--- config.mk ---
export PLATFORM = sky130hd
export DESIGN_NAME = mem_master
export DESIGN_NICKNAME = d
export VERILOG_FILES = /design/src/rtl/mem_master_pkg.sv /design/src/rtl/mem_master_arb.sv /design/src/rtl/mem_master.sv
export SDC_FILE = /design/constraint.sdc
export NUM_CORES = 1
export LEC_CHECK = 0
export CAP_MARGIN = 10
export CORE_MARGIN = 3
export CORE_UTILIZATION = 44
export CTS_CLUSTER_DIAMETER = 100
export DETAILED_ROUTE_END_ITERATION = 10
export GPL_ROUTABILITY_DRIVEN = 0
export PLACE_DENSITY = 0.9
export RECOVER_POWER = 100
export SYNTH_ARGS = -nofsm -noshare
export SYNTH_HDL_FRONTEND = slang
export SYNTH_SLANG_ARGS = --single-unit
--- constraint.sdc ---
create_clock -name clk -period 4.9 [get_ports clk]
set_clock_uncertainty 0.15 [all_clocks]
set_input_delay 1.225 -clock clk [delete_from_list [all_inputs] [get_ports clk]]
set_output_delay 1.225 -clock clk [all_outputs]
set_load 0.05 [all_outputs]
--- src/rtl/mem_master_pkg.sv ---
// Shared types and defaults for the mem_master bus-master controller.
// Holds the address/data width defaults, FSM state and access-owner encodings,
// grant bit positions, and the saturating increment used by the perf counters.
package mem_master_pkg;

  localparam int ADDR_W_DEF = 12;
  localparam int DATA_W_DEF = 16;
  localparam int PERF_W     = 16;

  // Bit positions inside the arbiter's one-hot grant vector.
  localparam int GNT_IF = 0;
  localparam int GNT_LS = 1;

  typedef enum logic {
    IDLE = 1'b0,
    ACC  = 1'b1
  } state_t;

  typedef enum logic {
    OWN_IF = 1'b0,
    OWN_LS = 1'b1
  } owner_t;

  function automatic logic [PERF_W-1:0] sat_inc(input logic [PERF_W-1:0] v);
    return (v == {PERF_W{1'b1}}) ? v : v + PERF_W'(1);
  endfunction

endpackage

--- src/rtl/mem_master_arb.sv ---
// 2-way round-robin arbiter between instruction fetch and load/store.
// Latency: combinational grant; the 'last' owner register updates on a grant edge.
// Backpressure: grants only while en is high; a tie goes to the client not granted last.
// Ports: clk/rst (async active-high), en (controller idle), if_vld/ls_vld (requests),
//        gnt (one-hot, bit GNT_IF / GNT_LS).
module mem_master_arb
  import mem_master_pkg::*;
(
  input  logic       clk,
  input  logic       rst,
  input  logic       en,
  input  logic       if_vld,
  input  logic       ls_vld,
  output logic [1:0] gnt
);

  owner_t last_q, last_d;

  always_comb begin
    gnt         = 2'b00;
    gnt[GNT_LS] = en & ls_vld & (~if_vld | (last_q == OWN_IF));
    gnt[GNT_IF] = en & if_vld & (~ls_vld | (last_q == OWN_LS));
  end

  always_comb begin
    last_d = last_q;
    if (gnt[GNT_LS]) begin
      last_d = OWN_LS;
    end else if (gnt[GNT_IF]) begin
      last_d = OWN_IF;
    end
  end

  // Resetting to IF means the first tie after reset goes to load/store.
  always_ff @(posedge clk or posedge rst) begin
    if (rst) begin
      last_q <= OWN_IF;
    end else begin
      last_q <= last_d;
    end
  end

endmodule

--- src/rtl/mem_master.sv ---
// Bus-master controller driving the single-port program/data memory for fetch and load/store.
// Latency: accept at edge E, memory access cycle E..E+1, rsp_valid pulse E+1..E+2 (1 access / 2 cycles).
// Backpressure: readies are combinational in IDLE and low while an access is outstanding.
// Ports: if_* fetch request/response, ls_* load/store request/response, mem_* memory pins,
//        busy (access in progress). Optional macro MEM_MASTER_PERF_EN adds perf_rd_cnt/perf_wr_cnt.
module mem_master
  import mem_master_pkg::*;
#(
  parameter int ADDR_W = ADDR_W_DEF,
  parameter int DATA_W = DATA_W_DEF
) (
  input  logic              clk,
  input  logic              rst,
  input  logic              if_req_valid,
  output logic              if_req_ready,
  input  logic [ADDR_W-1:0] if_addr,
  output logic              if_rsp_valid,
  output logic [DATA_W-1:0] if_rdata,
  input  logic              ls_req_valid,
  output logic              ls_req_ready,
  input  logic              ls_we,
  input  logic [ADDR_W-1:0] ls_addr,
  input  logic [DATA_W-1:0] ls_wdata,
  output logic              ls_rsp_valid,
  output logic [DATA_W-1:0] ls_rdata,
  output logic [ADDR_W-1:0] mem_addr,
  output logic              mem_we,
  output logic [DATA_W-1:0] mem_wdata,
  input  logic [DATA_W-1:0] mem_rdata,
  output logic              busy
`ifdef MEM_MASTER_PERF_EN
  ,
  output logic [PERF_W-1:0] perf_rd_cnt,
  output logic [PERF_W-1:0] perf_wr_cnt
`endif
);

  state_t            state_q, state_d;
  owner_t            owner_q, owner_d;
  logic [ADDR_W-1:0] mem_addr_q, mem_addr_d;
  logic              mem_we_q, mem_we_d;
  logic [DATA_W-1:0] mem_wdata_q, mem_wdata_d;
  logic [DATA_W-1:0] if_rdata_q, if_rdata_d;
  logic [DATA_W-1:0] ls_rdata_q, ls_rdata_d;
  logic              if_rsp_q, if_rsp_d;
  logic              ls_rsp_q, ls_rsp_d;
  logic [1:0]        gnt;
  logic              idle;

  assign idle = (state_q == IDLE);

  mem_master_arb u_arb (
    .clk    (clk),
    .rst    (rst),
    .en     (idle),
    .if_vld (if_req_valid),
    .ls_vld (ls_req_valid),
    .gnt    (gnt)
  );

  assign if_req_ready = gnt[GNT_IF];
  assign ls_req_ready = gnt[GNT_LS];

  // State register.
  always_ff @(posedge clk or posedge rst) begin
    if (rst) begin
      state_q <= IDLE;
    end else begin
      state_q <= state_d;
    end
  end

  // Next state: every access is exactly one ACC cycle.
  always_comb begin
    state_d = state_q;
    case (state_q)
      IDLE:    if (|gnt) state_d = ACC;
      ACC:     state_d = IDLE;
      default: state_d = IDLE;
    endcase
  end

  // Datapath next values. A grant and the previous access's response can never
  // coincide in the same cycle because grants only happen in IDLE.
  always_comb begin
    owner_d     = owner_q;
    mem_addr_d  = mem_addr_q;
    mem_we_d    = mem_we_q;
    mem_wdata_d = mem_wdata_q;
    if_rdata_d  = if_rdata_q;
    ls_rdata_d  = ls_rdata_q;
    if_rsp_d    = 1'b0;
    ls_rsp_d    = 1'b0;

    if (gnt[GNT_LS]) begin
      owner_d     = OWN_LS;
      mem_addr_d  = ls_addr;
      mem_we_d    = ls_we;
      mem_wdata_d = ls_wdata;
    end else if (gnt[GNT_IF]) begin
      owner_d    = OWN_IF;
      mem_addr_d = if_addr;
      mem_we_d   = 1'b0;
    end

    if (state_q == ACC) begin
      // The memory drove mem_rdata at the negedge inside ACC; a store commits
      // at this same edge, so write_enable drops right after it.
      mem_we_d = 1'b0;
      if (owner_q == OWN_IF) begin
        if_rdata_d = mem_rdata;
        if_rsp_d   = 1'b1;
      end else begin
        ls_rsp_d = 1'b1;
        if (!mem_we_q) begin
          ls_rdata_d = mem_rdata;
        end
      end
    end
  end

  always_ff @(posedge clk or posedge rst) begin
    if (rst) begin
      owner_q     <= OWN_IF;
      mem_addr_q  <= '0;
      mem_we_q    <= 1'b0;
      mem_wdata_q <= '0;
      if_rdata_q  <= '0;
      ls_rdata_q  <= '0;
      if_rsp_q    <= 1'b0;
      ls_rsp_q    <= 1'b0;
    end else begin
      owner_q     <= owner_d;
      mem_addr_q  <= mem_addr_d;
      mem_we_q    <= mem_we_d;
      mem_wdata_q <= mem_wdata_d;
      if_rdata_q  <= if_rdata_d;
      ls_rdata_q  <= ls_rdata_d;
      if_rsp_q    <= if_rsp_d;
      ls_rsp_q    <= ls_rsp_d;
    end
  end

  assign mem_addr     = mem_addr_q;
  assign mem_we       = mem_we_q;
  assign mem_wdata    = mem_wdata_q;
  assign if_rdata     = if_rdata_q;
  assign ls_rdata     = ls_rdata_q;
  assign if_rsp_valid = if_rsp_q;
  assign ls_rsp_valid = ls_rsp_q;
  assign busy         = (state_q == ACC);

`ifdef MEM_MASTER_PERF_EN
  logic [PERF_W-1:0] rd_cnt_q, rd_cnt_d;
  logic [PERF_W-1:0] wr_cnt_q, wr_cnt_d;

  // Counted at the edge that ends ACC, i.e. when the access actually completes.
  always_comb begin
    rd_cnt_d = rd_cnt_q;
    wr_cnt_d = wr_cnt_q;
    if (state_q == ACC) begin
      if (mem_we_q) begin
        wr_cnt_d = sat_inc(wr_cnt_q);
      end else begin
        rd_cnt_d = sat_inc(rd_cnt_q);
      end
    end
  end

  always_ff @(posedge clk or posedge rst) begin
    if (rst) begin
      rd_cnt_q <= '0;
      wr_cnt_q <= '0;
    end else begin
      rd_cnt_q <= rd_cnt_d;
      wr_cnt_q <= wr_cnt_d;
    end
  end

  assign perf_rd_cnt = rd_cnt_q;
  assign perf_wr_cnt = wr_cnt_q;
`endif

endmodule
==> impl_metrics.env <==
export IMPL_dieArea_mm2=0.00694
export IMPL_fmaxAchievable_ghz=0.225
export IMPL_p_int_uw=1440
export IMPL_clock_latency_ns=0.32
export IMPL_syn_inst=191
export IMPL_drt_total_wl_mm=6.40
export IMPL_peakVddDrop_mv=0.394
export IMPL_antenna_found_initial=0
export IMPL_tightest_slew_ns=1.47
export IMPL_slew_viol_final=0
export IMPL_yosys_cell_types_count=23
export IMPL_hold_path_end="ls_rdata[6]"
export IMPL_clockBufferDepth=2
export IMPL_fp_coreArea_mm2=0.00564
export IMPL_crit_arrival_ns=3.08
export IMPL_reg2regPathDepth=3
export IMPL_swShare_pct=45.3
export IMPL_clk_pin_slew_ns=0.06
export IMPL_pin_count=127
export IMPL_rr_endpoint="ls_rdata[0]"
export IMPL_seq_area_frac_synth_pct=61.8
export IMPL_p_sw_uw=1190
export IMPL_grt_overflow_total=0
export IMPL_n_antenna_cell=0
export IMPL_slowest_stage="dlygate4sd3_1"
export IMPL_cts_buffers=9
export IMPL_slew_headroom_pct=2.07
export IMPL_yosysTopAreaCell="dfrtp_1"
export IMPL_cts_hold_buf=0
export IMPL_cpPeakStageDelay_ns=0.59
export IMPL_critPathLaunchType="input port"
export IMPL_yosys_top_cells_area="dfrtp_1, mux2_2, mux2_4"
export IMPL_cts_setup_buffers=0
export IMPL_grt_usage_pct=19.7
export IMPL_worstPathRequired_ns=3.52
export IMPL_area_delta_synth_final_pct=55.0
export IMPL_clkPwrFrac_pct=17.6
export IMPL_postCtsResizedCells=0
export IMPL_setup_viol=0
export IMPL_fillers=429
export IMPL_drtPass1Iterations=4
export IMPL_cp_cell_sequence="dlygate4sd3_1, nand2_1, nand2_4, inv_2, clkbuf_1"
export IMPL_num_nets_final=379
export IMPL_die_w_um=83.3
export IMPL_ys_seq_elements=65
export IMPL_max_cap_violations=0
export IMPL_critPathMaxFanout=17
export IMPL_hold_path_startpoint="ls_rdata[6]"
export IMPL_tns_ns=0
export IMPL_hold_viol=0
export IMPL_total_power_uw=2630
export IMPL_power_frac_comb_pct=51.0
export IMPL_r2r_slack_ns=3.00
export IMPL_synth_area_per_cell_um2=13.8
export IMPL_die_h_um=83.3
export IMPL_grt_first_pass_wirelength_mm=10.7
export IMPL_hpwl_mm=4.82
export IMPL_vias=2021
export IMPL_min_path_type="flip-flop to flip-flop"
export IMPL_cts_tree="done"
export IMPL_hold_path_depth=1
export IMPL_fin_crit_ns=4.45
export IMPL_viasPerCell=5.12
export IMPL_leakagePower_uw=0.00171
export IMPL_drt_iter0_markers=44
export IMPL_outcome="finished clean"
export IMPL_grt_pass1_vias=2121
export IMPL_grt_start_max_net_pins=41
export IMPL_power_density_mw_per_mm2=644
export IMPL_start_util_pct=46.6
export IMPL_place_port_buffers=126
export IMPL_fin_crit_sh_pct=90.8
export IMPL_drc_errors=0
export IMPL_rsz0062_at_grt="false"
export IMPL_cts_num_sinks=65
export IMPL_syn_area_mm2=0.00263
export IMPL_cts_root_buf="clkbuf_8"
export IMPL_yosysTopAreaCellShare_pct=61.8
export IMPL_core_rowCount=27
export IMPL_yosysWarningCount=0
export IMPL_ant_nets=0
export IMPL_crit_type="input port to output port"
export IMPL_power_frac_seq_pct=31.5
export IMPL_htreeDepth=3
export IMPL_endpoint_kind="output port"
export IMPL_routedWlPerCell_um=16.2
export IMPL_synth_nets=252
export IMPL_timing_rr_start="busy"
export IMPL_drive_gt1_share_pct=14.2
cell usage after synthesis, drive strengths merged:
master,n
dfrtp,65
mux2,48
o21ai,13
a31oi,12
nand3,12
nor2,12
buf,8
inv,4
nand2,4
clkbuf,3
nand2b,3
and2,2
a21o,1
a21oi,1
and2b,1
nor3b,1
o21ba,1
cell families after synthesis:
logic type,Yosys count,synth area share [%]
buf+inv,15,3.33
flops,65,61.8
mux,48,22.0
compound gates,28,6.18
simple gates,35,6.66
flip-flops by register name, summed over array words and instances (netlist names):
signal and flops:
if_rdata 16, ls_rdata 16, mem_wdata 16, mem_addr 12, busy 1, if_rsp_valid 1, ls_rsp_valid 1, mem_we 1
owner_q 1
critical path: cells and delay by family:
family / cells / cell delay, ns
buffers and inverters: 3 / 1.23
and+or+nand+nor: 2 / 0.62
placed cells by master (no fill, tap or decap), types with 3 or more instances in the layout:
| master | instances |
|---|---|
| dfrtp_1 | 65 |
| dlygate4sd3_1 | 83 |
| a31oi_1 | 12 |
| clkdlybuf4s50_1 | 42 |
| clkbuf_1 | 4 |
| nor2_1 | 12 |
| inv_1 | 3 |
| clkbuf_8 | 12 |
| nand2_1 | 3 |
| nand2b_1 | 3 |
| mux2_2 | 29 |
| nand3_1 | 12 |
| mux2_1 | 19 |
| o21ai_0 | 13 |
metal layers:
layer  GRT usage, %  vias to the layer above  wire length [um]
met5              0                        -                 0
met4           5.65                        0                87
met3           7.44                       10               512
met2           32.5                       99              3120
met1           24.2                      980              2680
li1               -                      932                 -
power groups by stage:
stage	Clock [uW]	Combinational, uW	Sequential (uW)
final	461	1340	827
after global routing	501	1390	850
after CTS	476	1470	838
after detailed placement	0	1460	846
after global placement	0	1440	835
after floorplan	0	285	1510
cell type report:
| type | instances | area (um2) | share of cell area (%) |
|---|---|---|---|
| timing repair buffer | 127 | 1260 | 30.9 |
| clock buffer | 14 | 173 | 4.24 |
| inverter | 4 | 15.0 | 0.368 |
| sequential | 65 | 1630 | 39.9 |
| multi-input combinational | 111 | 878 | 21.5 |
| tap | 72 | 90.1 | 2.21 |
| clock inverter | 2 | 35.0 | 0.859 |
stage by stage:
stage	hold slack [ns]	area [um2]	util, %	worst slack [ns]	cells
after global routing	0.355	4080	72.3	0.349	395
after global placement	0.325	3910	69.4	0.776	379
after detailed placement	0.334	3910	69.4	0.743	379
final	0.338	4080	72.3	0.449	395
after CTS	0.349	4120	73.1	0.740	395
after floorplan	0.359	2630	-	1.48	191
how the worst max path moves through the flow:
| stage | from | to | slack (ns) |
|---|---|---|---|
| floorplan | if_req_valid | if_req_ready | 1.48 |
| global placement | if_req_valid | if_req_ready | 0.78 |
| detailed placement | if_req_valid | if_req_ready | 0.74 |
| CTS | if_req_valid | if_req_ready | 0.74 |
| global route | if_req_valid | ls_req_ready | 0.35 |
| finish | if_req_valid | ls_req_ready | 0.45 |
(Power assumes the default switching activity.)
